===== config.mk =====
export PLATFORM = sky130hd
export DESIGN_NAME = alu_decode_stage_flat
export DESIGN_NICKNAME = d
export VERILOG_FILES = /design/src/rtl/alu_decode_stage_pkg.sv /design/src/rtl/alu_decode_stage_if.sv /design/src/rtl/alu_decode_stage_decode.sv /design/src/rtl/alu_decode_stage.sv /design/src/flat_wrapper.sv
export SDC_FILE = /design/constraint.sdc
export NUM_CORES = 1
export LEC_CHECK = 0
export ABC_AREA = 1
export CAP_MARGIN = 20
export CORE_ASPECT_RATIO = 0.6
export CORE_MARGIN = 2
export CORE_UTILIZATION = 40
export CTS_CLUSTER_DIAMETER = 80
export DETAILED_ROUTE_END_ITERATION = 12
export GPL_ROUTABILITY_DRIVEN = 0
export HOLD_SLACK_MARGIN = 0.1
export PLACE_DENSITY = 0.65
export SYNTH_ARGS = -nofsm -noshare
export SYNTH_HDL_FRONTEND = slang
export SYNTH_SLANG_ARGS = --single-unit

===== constraint.sdc =====
create_clock -name clk -period 4 [get_ports clk]
set_input_delay 1.2 -clock clk [delete_from_list [all_inputs] [get_ports clk]]
set_output_delay 1.2 -clock clk [all_outputs]
set_load 0.02 [all_outputs]

===== src/rtl/alu_decode_stage_pkg.sv =====
// alu_decode_stage_pkg: shared ALU op encoding, LA32R opcodes and decoded-bundle type
package alu_decode_stage_pkg;
   localparam int OP_ADD  = 0;
   localparam int OP_IMM  = 1;
   localparam int OP_OR   = 2;
   localparam int OP_SUB  = 3;
   localparam int OP_XOR  = 4;
   localparam int OP_SRA  = 5;
   localparam int OP_AND  = 6;
   localparam int OP_SLL  = 7;
   localparam int OP_SRL  = 8;
   localparam int OP_SLTU = 9;
   localparam int OP_NOR  = 10;
   localparam int OP_SLT  = 11;
   typedef logic [13:0] alu_op_t;
   localparam logic [16:0] OPC_ADD_W  = 17'h00020;
   localparam logic [16:0] OPC_SUB_W  = 17'h00022;
   localparam logic [16:0] OPC_SLT    = 17'h00024;
   localparam logic [16:0] OPC_SLTU   = 17'h00025;
   localparam logic [16:0] OPC_NOR    = 17'h00028;
   localparam logic [16:0] OPC_AND    = 17'h00029;
   localparam logic [16:0] OPC_OR     = 17'h0002A;
   localparam logic [16:0] OPC_XOR    = 17'h0002B;
   localparam logic [16:0] OPC_SLL_W  = 17'h0002E;
   localparam logic [16:0] OPC_SRL_W  = 17'h0002F;
   localparam logic [16:0] OPC_SRA_W  = 17'h00030;
   localparam logic [16:0] OPC_SLLI_W = 17'h00081;
   localparam logic [16:0] OPC_SRLI_W = 17'h00089;
   localparam logic [16:0] OPC_SRAI_W = 17'h00091;
   localparam logic [9:0]  OPC_SLTI   = 10'h008;
   localparam logic [9:0]  OPC_SLTUI  = 10'h009;
   localparam logic [9:0]  OPC_ADDI_W = 10'h00A;
   localparam logic [9:0]  OPC_ANDI   = 10'h00D;
   localparam logic [9:0]  OPC_ORI    = 10'h00E;
   localparam logic [9:0]  OPC_XORI   = 10'h00F;
   localparam logic [6:0]  OPC_LU12I_W   = 7'h0A;
   localparam logic [6:0]  OPC_PCADDU12I = 7'h0E;
   typedef enum logic [1:0] {S_EMPTY, S_ONE, S_FULL} buf_state_t;
   typedef struct packed {
      logic [31:0] pc;
      alu_op_t     op;
      logic [31:0] src1;
      logic [31:0] src2;
      logic [4:0]  rd;
      logic        we;
      logic        illegal;
   } bundle_t;
   function automatic alu_op_t op_bit(input int idx);
      return 14'd1 << idx;
   endfunction
endpackage


===== src/rtl/alu_decode_stage_if.sv =====
// alu_decode_stage_if: fetch, register-file and execute signals of the decode stage
interface alu_decode_stage_if;
   import alu_decode_stage_pkg::*;
   logic        in_valid;
   logic        in_ready;
   logic [31:0] in_pc;
   logic [31:0] in_inst;
   logic [4:0]  rf_raddr1;
   logic [4:0]  rf_raddr2;
   logic [31:0] rf_rdata1;
   logic [31:0] rf_rdata2;
   logic        out_valid;
   logic        out_ready;
   logic [31:0] out_pc;
   alu_op_t     out_alu_op;
   logic [31:0] out_alu_src1;
   logic [31:0] out_alu_src2;
   logic [4:0]  out_rd;
   logic        out_rf_we;
   logic        out_illegal;
   modport slave (
      input  in_valid, in_pc, in_inst, rf_rdata1, rf_rdata2, out_ready,
      output in_ready, rf_raddr1, rf_raddr2, out_valid, out_pc, out_alu_op,
             out_alu_src1, out_alu_src2, out_rd, out_rf_we, out_illegal
   );
   modport master (
      output in_valid, in_pc, in_inst, rf_rdata1, rf_rdata2, out_ready,
      input  in_ready, rf_raddr1, rf_raddr2, out_valid, out_pc, out_alu_op,
             out_alu_src1, out_alu_src2, out_rd, out_rf_we, out_illegal
   );
endinterface


===== src/rtl/alu_decode_stage_decode.sv =====
// alu_inst_decode: combinational LA32R fixed-point decode into an ALU bundle
module alu_inst_decode
   import alu_decode_stage_pkg::*;
(
   input  logic [31:0] i_inst,
   input  logic [31:0] i_pc,
   input  logic [31:0] i_rdata1,
   input  logic [31:0] i_rdata2,
   output bundle_t     o_bundle
);
   logic [16:0] w_op17;
   logic [9:0]  w_op10;
   logic [6:0]  w_op7;
   logic [31:0] w_rj_val, w_rk_val, w_si12, w_ui12, w_ui20, w_shamt_i, w_shamt_r;
   logic [31:0] w_src1, w_src2;
   alu_op_t     w_op;
   logic        w_illegal;
   assign w_op17    = i_inst[31:15];
   assign w_op10    = i_inst[31:22];
   assign w_op7     = i_inst[31:25];
   assign w_rj_val  = (i_inst[9:5] == 5'd0) ? 32'd0 : i_rdata1;
   assign w_rk_val  = (i_inst[14:10] == 5'd0) ? 32'd0 : i_rdata2;
   assign w_si12    = {{20{i_inst[21]}}, i_inst[21:10]};
   assign w_ui12    = {20'd0, i_inst[21:10]};
   assign w_ui20    = {i_inst[24:5], 12'd0};
   assign w_shamt_i = {27'd0, i_inst[14:10]};
   // the ALU's sra consumes all of src2, so shift amounts are masked here
   assign w_shamt_r = {27'd0, w_rk_val[4:0]};
   always_comb begin
      w_op   = '0;
      w_src1 = w_rj_val;
      w_src2 = w_rk_val;
      case (w_op17)
         OPC_ADD_W:  w_op = op_bit(OP_ADD);
         OPC_SUB_W:  w_op = op_bit(OP_SUB);
         OPC_SLT:    w_op = op_bit(OP_SLT);
         OPC_SLTU:   w_op = op_bit(OP_SLTU);
         OPC_NOR:    w_op = op_bit(OP_NOR);
         OPC_AND:    w_op = op_bit(OP_AND);
         OPC_OR:     w_op = op_bit(OP_OR);
         OPC_XOR:    w_op = op_bit(OP_XOR);
         OPC_SLL_W:  begin w_op = op_bit(OP_SLL); w_src2 = w_shamt_r; end
         OPC_SRL_W:  begin w_op = op_bit(OP_SRL); w_src2 = w_shamt_r; end
         OPC_SRA_W:  begin w_op = op_bit(OP_SRA); w_src2 = w_shamt_r; end
         OPC_SLLI_W: begin w_op = op_bit(OP_SLL); w_src2 = w_shamt_i; end
         OPC_SRLI_W: begin w_op = op_bit(OP_SRL); w_src2 = w_shamt_i; end
         OPC_SRAI_W: begin w_op = op_bit(OP_SRA); w_src2 = w_shamt_i; end
         default: ;
      endcase
      case (w_op10)
         OPC_SLTI:   begin w_op = op_bit(OP_SLT);  w_src2 = w_si12; end
         OPC_SLTUI:  begin w_op = op_bit(OP_SLTU); w_src2 = w_si12; end
         OPC_ADDI_W: begin w_op = op_bit(OP_ADD);  w_src2 = w_si12; end
         OPC_ANDI:   begin w_op = op_bit(OP_AND);  w_src2 = w_ui12; end
         OPC_ORI:    begin w_op = op_bit(OP_OR);   w_src2 = w_ui12; end
         OPC_XORI:   begin w_op = op_bit(OP_XOR);  w_src2 = w_ui12; end
         default: ;
      endcase
      case (w_op7)
         OPC_LU12I_W:   begin w_op = op_bit(OP_IMM); w_src1 = w_ui20; w_src2 = '0; end
         OPC_PCADDU12I: begin w_op = op_bit(OP_ADD); w_src1 = i_pc;   w_src2 = w_ui20; end
         default: ;
      endcase
   end
   assign w_illegal = (w_op == '0);
   assign o_bundle = '{
      pc:      i_pc,
      op:      w_op,
      src1:    w_illegal ? 32'd0 : w_src1,
      src2:    w_illegal ? 32'd0 : w_src2,
      rd:      i_inst[4:0],
      we:      !w_illegal && (i_inst[4:0] != 5'd0),
      illegal: w_illegal
   };
endmodule


===== src/rtl/alu_decode_stage.sv =====
// alu_decode_stage: decodes fetch beats into ALU bundles held in a two-entry skid buffer
module alu_decode_stage
   import alu_decode_stage_pkg::*;
(
   input  logic                clk,
   input  logic                reset,
   input  logic                flush,
   alu_decode_stage_if.slave   bus
);
   buf_state_t r_state;
   bundle_t    r_main, r_skid, w_dec;
   logic       w_accept, w_fire;
   alu_inst_decode u_decode (
      .i_inst   (bus.in_inst),
      .i_pc     (bus.in_pc),
      .i_rdata1 (bus.rf_rdata1),
      .i_rdata2 (bus.rf_rdata2),
      .o_bundle (w_dec)
   );
   assign bus.rf_raddr1    = bus.in_inst[9:5];
   assign bus.rf_raddr2    = bus.in_inst[14:10];
   assign bus.in_ready     = !reset && (r_state != S_FULL);
   assign bus.out_valid    = (r_state != S_EMPTY);
   assign bus.out_pc       = r_main.pc;
   assign bus.out_alu_op   = r_main.op;
   assign bus.out_alu_src1 = r_main.src1;
   assign bus.out_alu_src2 = r_main.src2;
   assign bus.out_rd       = r_main.rd;
   assign bus.out_rf_we    = r_main.we;
   assign bus.out_illegal  = r_main.illegal;
   assign w_accept = bus.in_valid && bus.in_ready;
   assign w_fire   = bus.out_valid && bus.out_ready;
   // r_main always drives the outputs; r_skid only catches a beat accepted while stalled
   always_ff @(posedge clk) begin
      if (reset || flush) begin
         r_state <= S_EMPTY;
         r_main  <= '0;
         r_skid  <= '0;
      end else begin
         case (r_state)
            S_EMPTY: if (w_accept) begin
               r_main  <= w_dec;
               r_state <= S_ONE;
            end
            S_ONE: if (w_accept && w_fire) begin
               r_main  <= w_dec;
            end else if (w_fire) begin
               r_state <= S_EMPTY;
            end else if (w_accept) begin
               r_skid  <= w_dec;
               r_state <= S_FULL;
            end
            S_FULL: if (w_fire) begin
               r_main  <= r_skid;
               r_state <= S_ONE;
            end
            default: r_state <= S_EMPTY;
         endcase
      end
   end
endmodule


===== src/flat_wrapper.sv =====
// flat-port wrapper written by rule: the top's interface ports become plain ports
module alu_decode_stage_flat import alu_decode_stage_pkg::*;
  (clk, reset, flush, bus_in_valid, bus_in_pc, bus_in_inst, bus_rf_rdata1, bus_rf_rdata2, bus_out_ready, bus_in_ready, bus_rf_raddr1, bus_rf_raddr2, bus_out_valid, bus_out_pc, bus_out_alu_op, bus_out_alu_src1, bus_out_alu_src2, bus_out_rd, bus_out_rf_we, bus_out_illegal);
  alu_decode_stage_if bus_i ();
  input  logic clk;
  input  logic reset;
  input  logic flush;
  input wire logic [$bits(bus_i.in_valid)-1:0] bus_in_valid;
  input wire logic [$bits(bus_i.in_pc)-1:0] bus_in_pc;
  input wire logic [$bits(bus_i.in_inst)-1:0] bus_in_inst;
  input wire logic [$bits(bus_i.rf_rdata1)-1:0] bus_rf_rdata1;
  input wire logic [$bits(bus_i.rf_rdata2)-1:0] bus_rf_rdata2;
  input wire logic [$bits(bus_i.out_ready)-1:0] bus_out_ready;
  output wire logic [$bits(bus_i.in_ready)-1:0] bus_in_ready;
  output wire logic [$bits(bus_i.rf_raddr1)-1:0] bus_rf_raddr1;
  output wire logic [$bits(bus_i.rf_raddr2)-1:0] bus_rf_raddr2;
  output wire logic [$bits(bus_i.out_valid)-1:0] bus_out_valid;
  output wire logic [$bits(bus_i.out_pc)-1:0] bus_out_pc;
  output wire logic [$bits(bus_i.out_alu_op)-1:0] bus_out_alu_op;
  output wire logic [$bits(bus_i.out_alu_src1)-1:0] bus_out_alu_src1;
  output wire logic [$bits(bus_i.out_alu_src2)-1:0] bus_out_alu_src2;
  output wire logic [$bits(bus_i.out_rd)-1:0] bus_out_rd;
  output wire logic [$bits(bus_i.out_rf_we)-1:0] bus_out_rf_we;
  output wire logic [$bits(bus_i.out_illegal)-1:0] bus_out_illegal;
  assign bus_i.in_valid = bus_in_valid;
  assign bus_i.in_pc = bus_in_pc;
  assign bus_i.in_inst = bus_in_inst;
  assign bus_i.rf_rdata1 = bus_rf_rdata1;
  assign bus_i.rf_rdata2 = bus_rf_rdata2;
  assign bus_i.out_ready = bus_out_ready;
  assign bus_in_ready = bus_i.in_ready;
  assign bus_rf_raddr1 = bus_i.rf_raddr1;
  assign bus_rf_raddr2 = bus_i.rf_raddr2;
  assign bus_out_valid = bus_i.out_valid;
  assign bus_out_pc = bus_i.out_pc;
  assign bus_out_alu_op = bus_i.out_alu_op;
  assign bus_out_alu_src1 = bus_i.out_alu_src1;
  assign bus_out_alu_src2 = bus_i.out_alu_src2;
  assign bus_out_rd = bus_i.out_rd;
  assign bus_out_rf_we = bus_i.out_rf_we;
  assign bus_out_illegal = bus_i.out_illegal;
  alu_decode_stage u_core (.clk(clk), .reset(reset), .flush(flush), .bus(bus_i));
endmodule

==> summary.log <==
INFO  status         status=finished clean
INFO  floorplanning  rows=49
INFO  clocking       clkSinkCount=232
INFO  setup_path     cp_common_cell=clkdlybuf4s50_1
INFO  sta            final_critical_path_setup_slack=0.360ns
INFO  routing        detail_route.iter0.violations=1280
INFO  global_routing gr-total-overflow=0
INFO  clocking       cts_max_level=1
INFO  sta            max_clock_freq=275MHz
INFO  job            cap_viol_max_count=0
INFO  sta            final-setup-viol-count=0
INFO  logic_synthesis synth_ff_type=dfxtp_1
INFO  logic_synthesis syn_area_per_cell=6.60um^2
INFO  sta            number_of_failing_hold_endpoints_at_the_final_stage=0
INFO  placement      dpl_worst_slack=0.140ns
INFO  clocking       clk_transition_reported_paths=0.06ns
INFO  sta            min_period_over_period=91.0%
INFO  floorplanning  top_level_ports=262
INFO  logic_synthesis syn-cell-area=12100um^2
INFO  floorplanning  initial_core_util=40.6%
INFO  clocking       post_cts_buffers=0
INFO  setup_path     criticalPathCategory=in -> out
INFO  routing        via_per_inst=5.38
INFO  sta            grt_setup_unrepaired=no
INFO  setup_path     path_delay_family=buffers and inverters
INFO  logic_synthesis synth.yosys.warnings=0
INFO  logic_synthesis synth_seq_cells=232
INFO  clocking       clockRootBuffer=clkbuf_16
INFO  clocking       cts-buffers-inserted=25
INFO  sta            finalClockSkew=0.0196ns
INFO  setup_path     cp_cell_sequence=clkdlybuf4s50_1 > clkdlybuf4s50_1
INFO  logic_synthesis synth-edff-count=0
INFO  routing        remaining_drc_errors=0
INFO  sta            slew_viol_final=0
INFO  logic_synthesis synthCells=1834
INFO  finish         fillCellCount=2961
INFO  routing        drt_first_pass_iters=6
INFO  finish         syn_to_final_growth=30.3%
INFO  global_routing antenna_found_initial=2
INFO  floorplanning  die_area=31700um^2
INFO  placement      hpwl=30.1mm
INFO  global_routing first_global_vias=11900
INFO  clocking       worstSkewPairLatency=0.54ns
INFO  floorplanning  die-height=139um
INFO  setup_path     crit_path_end_kind=output port
INFO  setup_path     crit_path_max_incr_delay=0.70ns
INFO  global_routing grt_max_degree=180
INFO  finish         final_nets=2147
INFO  setup_path     worst-endpoint-required=2.80ns
INFO  finish         drive_above_1_share=8.23%
INFO  setup_path     critPathLaunchType=primary input
INFO  setup_path     path_buf_inv=2
INFO  global_routing grt_usage=26.8%
INFO  power          cellLeakagePower=6.85nW
INFO  global_routing grt_pass1_wl=68.3mm
INFO  placement      placement.io_buffers=259
INFO  logic_synthesis synth.distinct_cells=42
INFO  clocking       cts_tree=done
INFO  sta            timing.setup.tns=0ns
INFO  clocking       hold_buffers=0
INFO  sta            slew-limit-headroom=34.4%
INFO  hold_path      timing.hold.worst.class=reg -> reg
INFO  setup_path     crit_arrival=2.44ns
INFO  logic_synthesis synthArstFlopShare=0%
INFO  sta            timing.final.crit_period=3.64ns
INFO  sta            worst_pin_slew=0.983ns
INFO  routing        routed_wire_length_per_instance=18.1um
INFO  clocking       resized_gates_after_cts=0
INFO  floorplanning  floorplan.core_area=29900um^2
INFO  routing        routed-via-count=13100
INFO  setup_path     timing.critical_path.slowest_stage_cell=clkdlybuf4s50_1
INFO  setup_path     critPathMaxFanout=2
INFO  floorplanning  die_x=229um
INFO  routing        antenna_nets_post_route=0
INFO  power          power_density=330nW/um^2
INFO  logic_synthesis ys_seq_area_share=38.4%
INFO  clocking       max-clock-path-buffers=3
INFO  power          power.ir.vdd_worst=0.000240V
INFO  routing        routed_wl=44.2mm
## cell families (layout without fill, tap and decap cells)
group	Yosys count	after routing	synth area share, %
simple gates	873	873	29.3
other cells	1	5	0.0310
buf+inv	239	432	9.36
flops	232	232	38.4
compound gates	489	489	23.0
## where the power goes
part	switching (mW)	internal, mW
Combinational	0.338	0.262
Clock	0.971	1.29
Sequential	0.0102	2.33
## cells in the final DEF (no fill, tap or decap), types with 3 or more instances in the layout
master / instances
buf_4: 39
nor2_2: 6
a32o_1: 3
diode_2: 3
nand2_1: 473
buf_12: 13
clkdlybuf4s50_1: 259
o211ai_1: 18
a31oi_1: 37
nand4_1: 5
dfxtp_1: 232
o21ai_2: 27
inv_2: 5
nand2_2: 3
clkbuf_8: 4
clkbuf_1: 8
a21oi_1: 156
nand3_1: 113
nor3_1: 11
a21oi_2: 26
o21ai_0: 188
nor2_1: 247
inv_1: 70
o21ai_1: 28
nor2_4: 6
clkbuf_16: 25
## synthesized netlist by cell type (2+ instances only)
master | n | area, um^2
a21oi_2 | 26 | 228
nor2_1 | 248 | 931
buf_4 | 18 | 135
o211ai_1 | 18 | 135
nand3_2 | 2 | 20.0
nand2_1 | 474 | 1780
nand3_1 | 113 | 566
a21oi_1 | 156 | 781
o21ai_0 | 188 | 941
nor2_2 | 8 | 50.1
buf_1 | 7 | 26.3
buf_6 | 13 | 146
nand4_1 | 5 | 31.3
clkbuf_1 | 103 | 387
nand2_2 | 3 | 18.8
a31oi_1 | 37 | 231
clkinv_1 | 2 | 7.51
inv_2 | 5 | 18.8
inv_1 | 72 | 270
nor2_4 | 3 | 33.8
buf_2 | 13 | 65.1
dfxtp_1 | 232 | 4640
o2111ai_1 | 2 | 17.5
o21ai_2 | 27 | 236
a32o_1 | 3 | 30.0
buf_8 | 3 | 45.0
nor3_1 | 11 | 55.1
o21ai_1 | 28 | 140
## area by class of cell
cell class	count	area (um^2)	share of cell area, %
tap	408	510	3.24
antenna	3	7.51	0.0476
inverter	79	303	1.92
multi-input combinational	1364	6370	40.4
timing repair buffer	312	3170	20.1
clock inverter	4	55.1	0.349
clock buffer	37	711	4.50
sequential	232	4640	29.4
## sequential cells by signal, indices dropped and copies added (netlist names)
signal	cells
u_core.bus.out_alu_op	12
u_core.r_skid	115
u_core.bus.out_rf_we	1
u_core.bus.out_pc	32
u_core.r_state	2
u_core.bus.out_alu_src1	32
u_core.bus.out_illegal	1
u_core.bus.out_rd	5
u_core.bus.out_alu_src2	32
## stage by stage
step           cells  hold slack [ns]  cell area (um^2)  util, %  power, mW
6_report        2439            0.462             15800     52.8       5.20
5_1_grt         2438            0.471             15800     52.8       5.37
4_1_cts         2435            0.464             15700     52.7       5.23
3_5_place_dp    2394            0.455             15000     50.2       2.98
3_3_place_gp    2394            0.453             15000     50.2       2.98
2_1_floorplan   1835            0.445             12100        -       2.68
## worst paths after layout
kind | from | end | slack [ns] | cells past startpoint
min reg2reg | u_core.bus.out_alu_src2[25]$_SDFFE_PP0P_ | u_core.bus.out_alu_src2[25]$_SDFFE_PP0P_ | 0.46 | 2
min | u_core.bus.out_alu_src2[25]$_SDFFE_PP0P_ | u_core.bus.out_alu_src2[25]$_SDFFE_PP0P_ | 0.46 | 2
max | bus_in_inst[12] | bus_rf_raddr2[2] | 0.36 | 2
max reg2reg | u_core.r_state[1]$_SDFFE_PP0P_ | u_core.r_skid[16]$_SDFFE_PP0P_ | 1.83 | 8
## per-layer routing
metal | up-vias | wire (um) | global-route usage [%]
li1 | 6383 | - | -
met1 | 6134 | 20500 | 39.5
met2 | 541 | 18400 | 38.0
met3 | 59 | 4440 | 7.98
met4 | 0 | 895 | 5.78
met5 | - | 0 | 0
(Power assumes the default switching activity.)
